--- src/rtl/spi_seq_pkg.sv ---
// Shared types and defaults for the SPI transaction sequencer.
package spi_seq_pkg;

  localparam int DATA_W_DEF  = 32;
  localparam int DEPTH_DEF   = 4;
  localparam int TIMEOUT_DEF = 1024;
  localparam int ERR_W_DEF   = 16;

  typedef enum logic [1:0] {
    IDLE   = 2'd0,
    LAUNCH = 2'd1,
    WAIT   = 2'd2,
    EMIT   = 2'd3
  } seq_state_e;

  // Watchdog counts 0..TIMEOUT-1; keep at least one bit for tiny timeouts.
  function automatic int tmr_width(input int timeout);
    return (timeout > 1) ? $clog2(timeout) : 1;
  endfunction

endpackage

--- src/rtl/spi_seq_fifo.sv ---
// Synchronous command FIFO; first-word data is always visible on rdata_o.
module spi_seq_fifo #(
  parameter int DATA_W = 32,
  parameter int DEPTH  = 4
) (
  input  logic                     clk,
  input  logic                     rst_n,
  input  logic                     push_i,
  input  logic [DATA_W-1:0]        wdata_i,
  input  logic                     pop_i,
  output logic [DATA_W-1:0]        rdata_o,
  output logic                     full_o,
  output logic                     empty_o,
  output logic [$clog2(DEPTH):0]   count_o
);

  localparam int PTR_W = $clog2(DEPTH);
  localparam int CNT_W = PTR_W + 1;

  logic [DATA_W-1:0] mem_q [DEPTH];
  logic [PTR_W-1:0]  wr_ptr_q;
  logic [PTR_W-1:0]  rd_ptr_q;
  logic [CNT_W-1:0]  count_q;
  logic              push_d;
  logic              pop_d;

  // Full is taken from the registered count, so a same-cycle pop never frees a slot.
  assign full_o  = (count_q == CNT_W'(DEPTH));
  assign empty_o = (count_q == '0);
  assign push_d  = push_i && !full_o;
  assign pop_d   = pop_i && !empty_o;
  assign rdata_o = mem_q[rd_ptr_q];
  assign count_o = count_q;

  always_ff @(posedge clk) begin
    if (push_d) begin
      mem_q[wr_ptr_q] <= wdata_i;
    end
  end

  always_ff @(posedge clk) begin
    if (!rst_n) begin
      wr_ptr_q <= '0;
      rd_ptr_q <= '0;
      count_q  <= '0;
    end else begin
      if (push_d) begin
        wr_ptr_q <= wr_ptr_q + 1'b1;
      end
      if (pop_d) begin
        rd_ptr_q <= rd_ptr_q + 1'b1;
      end
      if (push_d && !pop_d) begin
        count_q <= count_q + 1'b1;
      end else if (pop_d && !push_d) begin
        count_q <= count_q - 1'b1;
      end
    end
  end

endmodule

--- src/rtl/spi_txn_sequencer.sv ---
// Buffers host words, runs one link transfer per word, checks resp == sent + 1.
// state  | meaning
// IDLE   | wait for a queued word, pop it into cur_word
// LAUNCH | one-cycle link_start pulse, clear watchdog
// WAIT   | wait for link_done or watchdog expiry
// EMIT   | hold result record until m_ready
module spi_txn_sequencer
  import spi_seq_pkg::*;
#(
  parameter int DATA_W  = DATA_W_DEF,
  parameter int DEPTH   = DEPTH_DEF,
  parameter int TIMEOUT = TIMEOUT_DEF,
  parameter int ERR_W   = ERR_W_DEF
) (
  input  logic              clk,
  input  logic              rst_n,
  input  logic              s_valid,
  output logic              s_ready,
  input  logic [DATA_W-1:0] s_data,
  output logic [DATA_W-1:0] link_data,
  output logic              link_start,
  input  logic              link_done,
  input  logic [DATA_W-1:0] link_resp,
  output logic              m_valid,
  input  logic              m_ready,
  output logic [DATA_W-1:0] m_data,
  output logic              m_ok,
  output logic              m_timeout,
  output logic [ERR_W-1:0]  err_count,
  output logic              busy
);

  localparam int TMR_W = tmr_width(TIMEOUT);
  localparam int CNT_W = $clog2(DEPTH) + 1;
  localparam logic [TMR_W-1:0] TMR_LAST = TMR_W'(TIMEOUT - 1);

  seq_state_e        state_q;
  logic [DATA_W-1:0] cur_word_q;
  logic              link_start_q;
  logic [TMR_W-1:0]  timer_q;
  logic              m_valid_q;
  logic [DATA_W-1:0] m_data_q;
  logic              m_ok_q;
  logic              m_timeout_q;
  logic [ERR_W-1:0]  err_q;

  logic [DATA_W-1:0] fifo_rdata;
  logic              fifo_full;
  logic              fifo_empty;
  logic [CNT_W-1:0]  fifo_count;
  logic              pop_d;
  logic [DATA_W-1:0] resp_exp_d;

  assign pop_d      = (state_q == IDLE) && !fifo_empty;
  assign resp_exp_d = cur_word_q + 1'b1;

  spi_seq_fifo #(
    .DATA_W (DATA_W),
    .DEPTH  (DEPTH)
  ) u_fifo (
    .clk     (clk),
    .rst_n   (rst_n),
    .push_i  (s_valid),
    .wdata_i (s_data),
    .pop_i   (pop_d),
    .rdata_o (fifo_rdata),
    .full_o  (fifo_full),
    .empty_o (fifo_empty),
    .count_o (fifo_count)
  );

  always_ff @(posedge clk) begin
    if (!rst_n) begin
      state_q      <= IDLE;
      cur_word_q   <= '0;
      link_start_q <= 1'b0;
      timer_q      <= '0;
      m_valid_q    <= 1'b0;
      m_data_q     <= '0;
      m_ok_q       <= 1'b0;
      m_timeout_q  <= 1'b0;
      err_q        <= '0;
    end else begin
      link_start_q <= 1'b0;
      case (state_q)
        IDLE: begin
          if (!fifo_empty) begin
            cur_word_q   <= fifo_rdata;
            link_start_q <= 1'b1;
            state_q      <= LAUNCH;
          end
        end
        LAUNCH: begin
          timer_q <= '0;
          state_q <= WAIT;
        end
        WAIT: begin
          // A completion in the final watchdog cycle still counts as a response.
          if (link_done) begin
            m_data_q    <= link_resp;
            m_ok_q      <= (link_resp == resp_exp_d);
            m_timeout_q <= 1'b0;
            m_valid_q   <= 1'b1;
            state_q     <= EMIT;
          end else if (timer_q == TMR_LAST) begin
            m_data_q    <= '0;
            m_ok_q      <= 1'b0;
            m_timeout_q <= 1'b1;
            m_valid_q   <= 1'b1;
            state_q     <= EMIT;
          end else begin
            timer_q <= timer_q + 1'b1;
          end
        end
        EMIT: begin
          if (m_ready) begin
            m_valid_q <= 1'b0;
            if (!m_ok_q && (err_q != '1)) begin
              err_q <= err_q + 1'b1;
            end
            state_q <= IDLE;
          end
        end
        default: state_q <= IDLE;
      endcase
    end
  end

  assign s_ready    = !fifo_full;
  assign link_data  = cur_word_q;
  assign link_start = link_start_q;
  assign m_valid    = m_valid_q;
  assign m_data     = m_data_q;
  assign m_ok       = m_ok_q;
  assign m_timeout  = m_timeout_q;
  assign err_count  = err_q;
  assign busy       = (state_q != IDLE) || (fifo_count != '0);

endmodule

--- config.mk ---
export PLATFORM = sky130hd
export DESIGN_NAME = spi_txn_sequencer
export DESIGN_NICKNAME = d
export VERILOG_FILES = /design/src/rtl/spi_seq_pkg.sv /design/src/rtl/spi_seq_fifo.sv /design/src/rtl/spi_txn_sequencer.sv
export SDC_FILE = /design/constraint.sdc
export NUM_CORES = 1
export LEC_CHECK = 0
export CAP_MARGIN = 5
export CORE_ASPECT_RATIO = 1.1
export CORE_MARGIN = 10
export CORE_UTILIZATION = 34
export CTS_CLUSTER_DIAMETER = 30
export CTS_CLUSTER_SIZE = 40
export DETAILED_ROUTE_END_ITERATION = 8
export GPL_TIMING_DRIVEN = 1
export PLACE_DENSITY = 0.52
export SYNTH_ARGS = -nofsm -noshare
export SYNTH_HDL_FRONTEND = slang
export SYNTH_SLANG_ARGS = --single-unit
--- constraint.sdc ---
create_clock -name clk -period 5.7 [get_ports clk]
set_input_delay 0.855 -clock clk [delete_from_list [all_inputs] [get_ports clk]]
set_output_delay 0.855 -clock clk [all_outputs]
set_load 0.05 [all_outputs]
---- Word-level counts from Yosys, hierarchy flattened ----
Memories as Yosys holds them, arrays and structs flattened. A register that Yosys moved wholly into a read port is not among the register bits.
Cells that the tools add are included.
cells by class
  $add $sub $neg .......................... 7
  equal/unequal tests ..................... 12
  mux-type cells .......................... 22
  bitwise logic cells ..................... 1
  reduce and logical (&&, ||, !) cells .... 28
operator list
  kind                                                             count
  32-bit 2-to-1 mux                                                2
  32-bit by 1-bit adder with 32-bit output, second input constant  1
  32-bit equality test                                             1
  10-bit 2-to-1 mux                                                2
  10-bit case mux with 2 select lines                              1
  16-bit by 1-bit adder with 16-bit output, second input constant  1
  16-bit inequality test, second input constant                    1
  3-bit AND reduction                                              4
  10-bit by 1-bit adder with 10-bit output, second input constant  1
  10-bit equality test, second input constant                      1
  2-bit nonzero test                                               5
  1-bit 2-to-1 mux                                                 9
  2-bit 2-to-1 mux                                                 4
  2-bit inequality test, second input constant                     4
  2-bit case mux with 4 select lines                               1
  1-bit logical AND                                                6
  1-bit zero test                                                  6
  3-bit 2-to-1 mux                                                 2
  2-bit AND reduction                                              3
  2-bit by 1-bit adder with 2-bit output, second input constant    2
  2-bit equality test, second input constant                       2
  3-bit by 1-bit adder with 3-bit output, second input constant    1
  3-bit equality test, second input constant                       1
  3-bit zero test                                                  1
  8 further kinds                                                  8
word-level totals
  register bits after elaboration ......... 71
  bits in writable memories ............... 128
  input bits .............................. 69
  output and inout port bits .............. 86
  word-level logic and storage cells ...... 82
  memories kept ........................... 1
memories
  name          depth  width  rd ports  clocked after Yosys merged registers in  write ports  line                text
  u_fifo.mem_q  4      32     1         1                                        1            spi_seq_fifo.sv:20  logic [DATA_W-1:0] mem_q [DEPTH];

---- Logic depth before layout (Yosys ltp) ----
Gate-level depths: netlist (run 1).
  word-level depth ........................ 7
  mapped depth ............................ 12
  mapped depth without buffers ............ 10

---- Hierarchy ----
Synthesis (run 1) repeated with hierarchy kept, for this count alone.
unflattened totals
  cells, all modules ...................... 796
  area, all modules ....................... 9888.2 µm²
by module, submodules not included
  module             times used  cells each  area an instance (µm²)
  spi_seq_fifo       1           215         5147.4
  spi_txn_sequencer  1           581         4740.8

---- Worst setup path after synthesis (run 1) ----
No wires, ideal clock.
  path kind ............................... reg-to-reg
  from .................................... reg cur_word_q[0], in the netlist link_data[0], read port of u_fifo.mem_q
  to ...................................... reg m_ok_q, in the netlist m_ok
  library setup time ...................... 0.059 ns
  data arrival time ....................... 2.833 ns
  required time ........................... 5.641 ns
  slack ................................... 2.808 ns
  cell stages (with the launch flop) ...... 10
  buffers on the path ..................... 1
  cell sequence ........................... dfxtp_1 -> ha_1 -> inv_1 -> or4_4 -> buf_6 -> or4_4 -> xnor2_2 -> nand3_1 -> nor4_2 -> a31o_1
between the ends
  cells in the longest elaborated chain, start to end .. 3
ends and longest elaborated chain
  item                                      line                      text
  from (decl)                               spi_txn_sequencer.sv:38   logic [DATA_W-1:0] cur_word_q;
  32-bit by 1-bit adder with 32-bit output  spi_txn_sequencer.sv:55   assign resp_exp_d = cur_word_q + 1'b1;
  32-bit equality test                      spi_txn_sequencer.sv:101  m_ok_q <= (link_resp == resp_exp_d);
  1-bit 2-to-1 mux                          spi_txn_sequencer.sv:99   if (link_done) begin
  to (signal assigned)                      spi_txn_sequencer.sv:101
  to (decl)                                 spi_txn_sequencer.sv:43   logic m_ok_q;
Every way passes these cells.
A chain may end at the register's enable or synchronous reset.

---- Final worst setup path (run 1) ----
  from .................................... reg u_fifo.count_q[0], in the netlist u_fifo.count_o[0]
  to ...................................... out busy
between the ends
  cells in the longest elaborated chain, start to end .. 2
ends and longest elaborated chain
  item                    line                      text
  from (decl)             spi_seq_fifo.sv:23        logic [CNT_W-1:0] count_q;
  from (signal assigned)  spi_seq_fifo.sv:54        count_q <= count_q + 1'b1;
  from (signal assigned)  spi_seq_fifo.sv:56        count_q <= count_q - 1'b1;
  3-bit nonzero test      spi_txn_sequencer.sv:137  assign busy = (state_q != IDLE) || (fifo_count != '0);
  1-bit logical OR        spi_txn_sequencer.sv:137
  to (decl)               spi_txn_sequencer.sv:30   output logic busy
Every way passes these cells.

==> results.tsv, run 1 <==
stage	metric	value	unit
run_status	status	finished clean	
clock_tree	total CTS buffers	48	
timing	Slew Limit Headroom	0.4166	
clock_tree	post-CTS sizing	0	
synth	Mapped Nets	874	
layout	Multi-input gate area	0.003876	mm²
timing	crit share post-route	0.5296	
timing	Setup Viol. Count Final	0	
layout	most frequent cells in the layout	153 x clkdlybuf4s50_1, 128 x edfxtp_1, 102 x dfxtp_1	
synth	sequential area share after synthesis	0.5905	
layout	FILL cells	2608	
clock_tree	Reg clk slew, reported paths	0.05	ns
route	routed length on met2	12840	µm
timing	Tightest Pin Transition	0.8751	ns
pwr	P_sw	0.002258	W
route	Routed WL	27370	µm
timing	Final Hold Fails	0	
route	initial DRC count	349	
global_route	vias in the first global route	7238	
pwr	Max VDD drop	0.2909	mV
floorplan	die width	183.5	µm
route	WL met1	11990	µm
pwr	Gate power share	0.264	
synth	async set or reset register ratio after synthesis	0	
layout	area added between synthesis and finish	35.67	%
critical_path	CP Capture Type	output pin	
layout	layout cells sized above 1	0.1292	
critical_path	worst path arrival time	2.16	ns
critical_path	CP Launch Type	register	
global_route	first-pass GRT wire length	41870	µm
floorplan	io pins	155	
synth	Area contributors post-synth	edfxtp_1 38%, dfxtp_1 21%, mux4_2 7.2%	
route	metal3 WL	1937	µm
synth	Post-synth EDFFs	128	
route	DRT antenna net count	0	
timing	final setup TNS	0	ns
timing	RSZ-0062 raised after global routing	no	
placed_design	Placer Congestion	0.7574	
synth	top cell type by total area after synthesis	edfxtp_1	
global_route	GRT overflow	0	
synth	area share of the leading cell type in the synthesized netlist	0.3843	
floorplan	Die ar.	0.03668	mm²
synth	post-synth design cell area	0.01000	mm²
layout	leading cell type in the layout, fill and taps excluded	clkdlybuf4s50_1	
flow_run	Max-Cap Viols	0	
critical_path	CP max FO	4	
timing	crit path time final	3.019	ns
floorplan	Die Ht	199.9	µm
critical_path	CP Data Required Time	4.85	ns
clock_tree	CTS max path bufs	3	
clock_tree	CTS tree	done	
global_route	largest net degree at the start of global routing	98	
layout	Layout Utilization	0.4699	
hold_path	HP Class	register to register	
pwr	sequential share of power	0.331	
placed_design	dpl hpwl	18510	µm
clock_tree	clock sinks	231	
clock_tree	number of H-tree levels	2	
clock_tree	worst skew pair latency	0.53	ns
pwr	switch share	0.3273	
timing	fin worst setup slack	2.681	ns
clock_tree	Root Driver	clkbuf_16	
floorplan	row count	65	
global_route	Tot GR Track Use	0.1485	
route	Top Layer Used	met5	
synth	post-synthesis cell count	791	
pwr	Leak	4.600	nW
critical_path	worst setup path category	register to output pin	
clock_tree	CTS Hold Bufs	0	
global_route	initial antenna violation count	3	
route	TritonRoute pass-1 iters	4	
synth	Ys Warns	0	
pwr	Pint	0.004642	W
placed_design	Placement Setup Slack	2.361	ns
synth	ys flop type	edfxtp_1	
layout	fin nets	1049	
pwr	clock power share	0.405	
synth	Synth Register Bits	231	
route	DRC viols	0	
timing	max-slew violations	0	
synth	syn_area_per_cell	12.64	µm²
timing	clk_skew	0.01429	ns
pwr	power per cell area	508.5	mW/mm²
route	per-cell routed wire length	19.91	µm
layout	storage element area	0.005907	mm²
clock_tree	Post-CTS Setup Bufs	0	
timing	fmax	0.3313	GHz
route	vias	6859	
synth	Yosys cell types	68	
placed_design	number of port buffers	154	
route	DR vias/cell	4.988	
floorplan	Initial Util	0.3464	
floorplan	core area	0.02887	mm²
## cell usage after synthesis, drive strengths merged (2+ instances only)
cell type / number
and2: 22
a2111o: 2
nor2b: 40
a311oi: 2
a221oi: 2
a31oi: 2
and3: 12
nand2b: 3
nand4: 14
a21oi: 10
inv: 15
nand3: 20
clkbuf: 31
and4: 7
a21o: 2
or4: 5
nor4: 12
o22ai: 2
nor3: 10
nand2: 95
a22oi: 33
buf: 9
xnor2: 37
o211ai: 5
a41o: 2
xor2: 20
mux4: 32
nor2: 15
edfxtp: 128
o21ai: 12
a21boi: 34
mux2i: 6
nor3b: 4
ha: 13
dfxtp: 103
or3: 7
## area by class of cell
cell class,count,area share
clock inverters,24,0.02370
well taps,368,0.03394
flip-flops and latches,231,0.4354
repair buffers,165,0.1193
clock buffers,66,0.09738
diodes,1,0.0001844
multi-input cells,504,0.2857
inverters,16,0.004426
## per-stage QoR
stage	std cells	hold WS, ns	cell area [µm²]	total power [W]
after floorplan	791	0.4537	10000	0.003498
after global placement	1284	0.4683	11920	0.004157
after detailed placement	1284	0.4863	11920	0.004172
after CTS	1374	0.4901	13570	0.006999
after global routing	1375	0.5143	13570	0.007240
final	1375	0.4921	13570	0.006900
## worst paths after layout
kind	from	to	slack [ns]	cells past startpoint
max	u_fifo.count_o[0]	busy	2.68	3
max reg2reg	link_data[0]	m_ok	2.91	8
min reg2reg	timer_q[9]	timer_q[9]	0.49	2
min	timer_q[9]	timer_q[9]	0.49	2
## registers in the layout (all words and copies together) (netlist names)
name,flops
m_ok,1
link_start,1
m_valid,1
u_fifo.wr_ptr_q,2
m_timeout,1
u_fifo.count_o,3
link_data,32
m_data,32
timer_q,10
err_count,16
u_fifo.rd_ptr_q,2
state_q,2
u_fifo.mem_q,128
## power groups by stage
stage	clock, W	sequential, W	combinational (W)
after floorplan	0	0.00255	0.000949
after global placement	0	0.00232	0.00184
after detailed placement	0	0.00232	0.00185
after CTS	0.00285	0.00230	0.00185
after global routing	0.00294	0.00233	0.00198
final	0.00280	0.00228	0.00182
## worst max-delay path, stage by stage (launching register included)
cell	delay, ns
dfxtp_1	0.35
nor3_1	0.38
nand2_1	0.17
clkdlybuf4s50_1	0.74
## routing by layer
metal	vias to the layer above	GRT usage
met4	4	0.05194
li1	3313	-
met1	3310	0.1832
met2	183	0.2427
met5	-	0
met3	49	0.04503
## kinds of logic after synthesis
family	after synthesis	share of synthesized area
adder cells (fa/ha/maj)	14	0.01827
AND/OR/NAND/NOR	273	0.1494
XOR/XNOR	57	0.05067
flip-flops	231	0.5905
multiplexers	39	0.07919
buffers and inverters	56	0.02214
AO/OA/AOI/OAI	121	0.08983
Power figures use the tool's default switching activity.
==> inputs of run 2 (changes only) <==
==> constraint.sdc (replaced) <==
create_clock -name clk -period 2.9 [get_ports clk]
set_input_delay 0.435 -clock clk [delete_from_list [all_inputs] [get_ports clk]]
set_output_delay 0.435 -clock clk [all_outputs]
set_load 0.05 [all_outputs]
==> run 2 against run 1 <==
  * Sequential cell count unchanged
  * Combinational power grew 110%
  * Global-route usage rose by 0.35 points
  * Largest power group unchanged
  * Setup slack lost 2.4 ns
  * Highest routed layer unchanged
  * Sequential power grew 88%
==> results.tsv, run 2 (synthesis gave the netlist of run 1 again) <==
stage	metric	value	unit
run_status	status	finished clean	
clock_tree	CTS max path bufs	3	
floorplan	Die Ht	199.9	µm
timing	fmax	0.3857	GHz
pwr	power per cell area	1020	mW/mm²
layout	area added between synthesis and finish	39.43	%
clock_tree	Root Driver	clkbuf_16	
hold_path	Hold EP	m_valid	
timing	crit path time final	2.593	ns
route	per-cell routed wire length	19.75	µm
clock_tree	clock sinks	231	
floorplan	die width	183.5	µm
timing	Setup Viol. Count Final	0	
layout	register with the most flip-flops	u_fifo.mem_q	
layout	max reg flops	128	
critical_path	CP Capture Type	output pin	
clock_tree	post-CTS sizing	0	
timing	Slew Limit Headroom	0.3728	
layout	layout cells sized above 1	0.1689	
route	DRC viols	0	
route	DR vias/cell	4.974	
hold_path	HP Class	register to register	
clock_tree	CTS tree	done	
timing	clk_skew	0.02105	ns
critical_path	highest-delay cell along the critical path	clkdlybuf4s50_1	
floorplan	Initial Util	0.3464	
floorplan	core area	0.02887	mm²
placed_design	number of port buffers	154	
timing	final setup TNS	0	ns
global_route	Tot GR Track Use	0.1521	
clock_tree	CTS Hold Bufs	0	
global_route	first-pass GRT wire length	43030	µm
clock_tree	total CTS buffers	53	
route	Routed WL	27740	µm
timing	crit share post-route	0.8941	
timing	Tightest Pin Transition	0.9408	ns
critical_path	worst path arrival time	2.16	ns
layout	Layout Utilization	0.4830	
layout	fin nets	1075	
timing	max-slew violations	0	
critical_path	CP Launch Type	register	
critical_path	worst stage delay on the critical path	0.82	ns
critical_path	CP top delay family	buffers and inverters	
critical_path	worst setup path category	register to output pin	
critical_path	crit-path cells	inv_1 -> ha_1 -> nand2_1 -> clkdlybuf4s50_1	
hold_path	hold_sp	m_valid	
critical_path	Reg-to-Reg End	m_ok	
critical_path	CP Data Required Time	2.47	ns
hold_path	worst hold stages	2	
global_route	vias in the first global route	7390	
floorplan	io pins	155	
critical_path	worst r2r src	link_data[1]	
route	TritonRoute pass-1 iters	5	
layout	most frequent cells in the layout	153 x clkdlybuf4s50_1, 128 x edfxtp_1, 102 x dfxtp_1	
floorplan	row count	65	
placed_design	dpl hpwl	18470	µm
route	DRT antenna net count	0	
layout	leading cell type in the layout, fill and taps excluded	clkdlybuf4s50_1	
critical_path	Reg2Reg Setup Slack	0.35	ns
pwr	overall power	0.01423	W
pwr	Leak	4.800	nW
critical_path	Crit path buffers/inverters	2	
timing	RSZ-0062 raised after global routing	no	
pwr	Max VDD drop	0.5445	mV
route	initial DRC count	414	
critical_path	r2r worst-path depth	8	
global_route	largest net degree at the start of global routing	97	
clock_tree	Reg clk slew, reported paths	0.05	ns
clock_tree	worst skew pair latency	0.56	ns
flow_run	Max-Cap Viols	0	
clock_tree	number of H-tree levels	2	
global_route	initial antenna violation count	3	
layout	FILL cells	2618	
critical_path	CP max FO	4	
route	vias	6989	
timing	Final Hold Fails	0	
clock_tree	Post-CTS Setup Bufs	0	
floorplan	Die ar.	0.03668	mm²
placed_design	Placer Congestion	0.7624	
global_route	GRT overflow	0	
run 2: changes by cell type in the layout (fill, tap and decap cells not counted), sizes merged:
cell	change
clkbuf	-8
inv	+2
clkinvlp	+10
clkinv	+4
bufinv	+1
buf	+21
run 2: final cells by class:
class	instances	area, µm²	share of cell area
Multi-Input combinational cell	504	3876	0.2780
Inverter	16	60.06	0.004307
Clock buffer	58	1375	0.09861
Timing Repair Buffer	186	1789	0.1283
Clock inverter	41	474.2	0.03401
Sequential cell	231	5907	0.4236
Antenna cell	1	2.502	0.0001795
Tap cell	368	460.4	0.03302
run 2: how the worst max path moves through the flow:
stage,endpoint,from,cells after the start
6_report,busy,state_q[0],4
5_1_grt,m_ok,link_data[1],8
4_1_cts,busy,state_q[0],4
3_5_place_dp,m_ok,link_resp[2],8
3_3_place_gp,m_ok,link_resp[2],8
2_1_floorplan,m_ok,link_data[0],9
run 2: metrics by stage:
| stage | worst slack, ns | hold WS [ns] | std cells | cell area [µm²] |
|---|---|---|---|---|
| 2_1_floorplan | 0.008047 | 0.4537 | 791 | 10000 |
| 3_3_place_gp | 0.1615 | 0.4721 | 1305 | 12090 |
| 3_5_place_dp | 0.08934 | 0.4831 | 1305 | 12090 |
| 4_1_cts | 0.2783 | 0.4849 | 1404 | 13940 |
| 5_1_grt | 0.1940 | 0.5107 | 1405 | 13940 |
| 6_report | 0.3072 | 0.4942 | 1405 | 13940 |
run 2: layer usage:
layer	wire, µm	vias up	track usage
met5	28	-	0
met4	443	4	0.05407
met3	1999	36	0.05154
met2	13700	177	0.2592
met1	11570	3398	0.1750
li1	-	3374	-
run 2: worst reg2reg max path, delay by kind of cell, from the launching register on:
kind                     cells  cell delay, ns
flip-flops                   1            0.39
AND/OR/NAND/NOR              4            0.93
AO/OA/AOI/OAI                3            0.91
adder cells (fa/ha/maj)      1            0.28
run 2: report_power, final:
part	internal (W)	total, W	switching, W	leakage, nW
Sequential	0.00392	0.00428	0.000357	2.01
Clock	0.00414	0.00604	0.00190	0.880
Combinational	0.00151	0.00391	0.00240	1.91
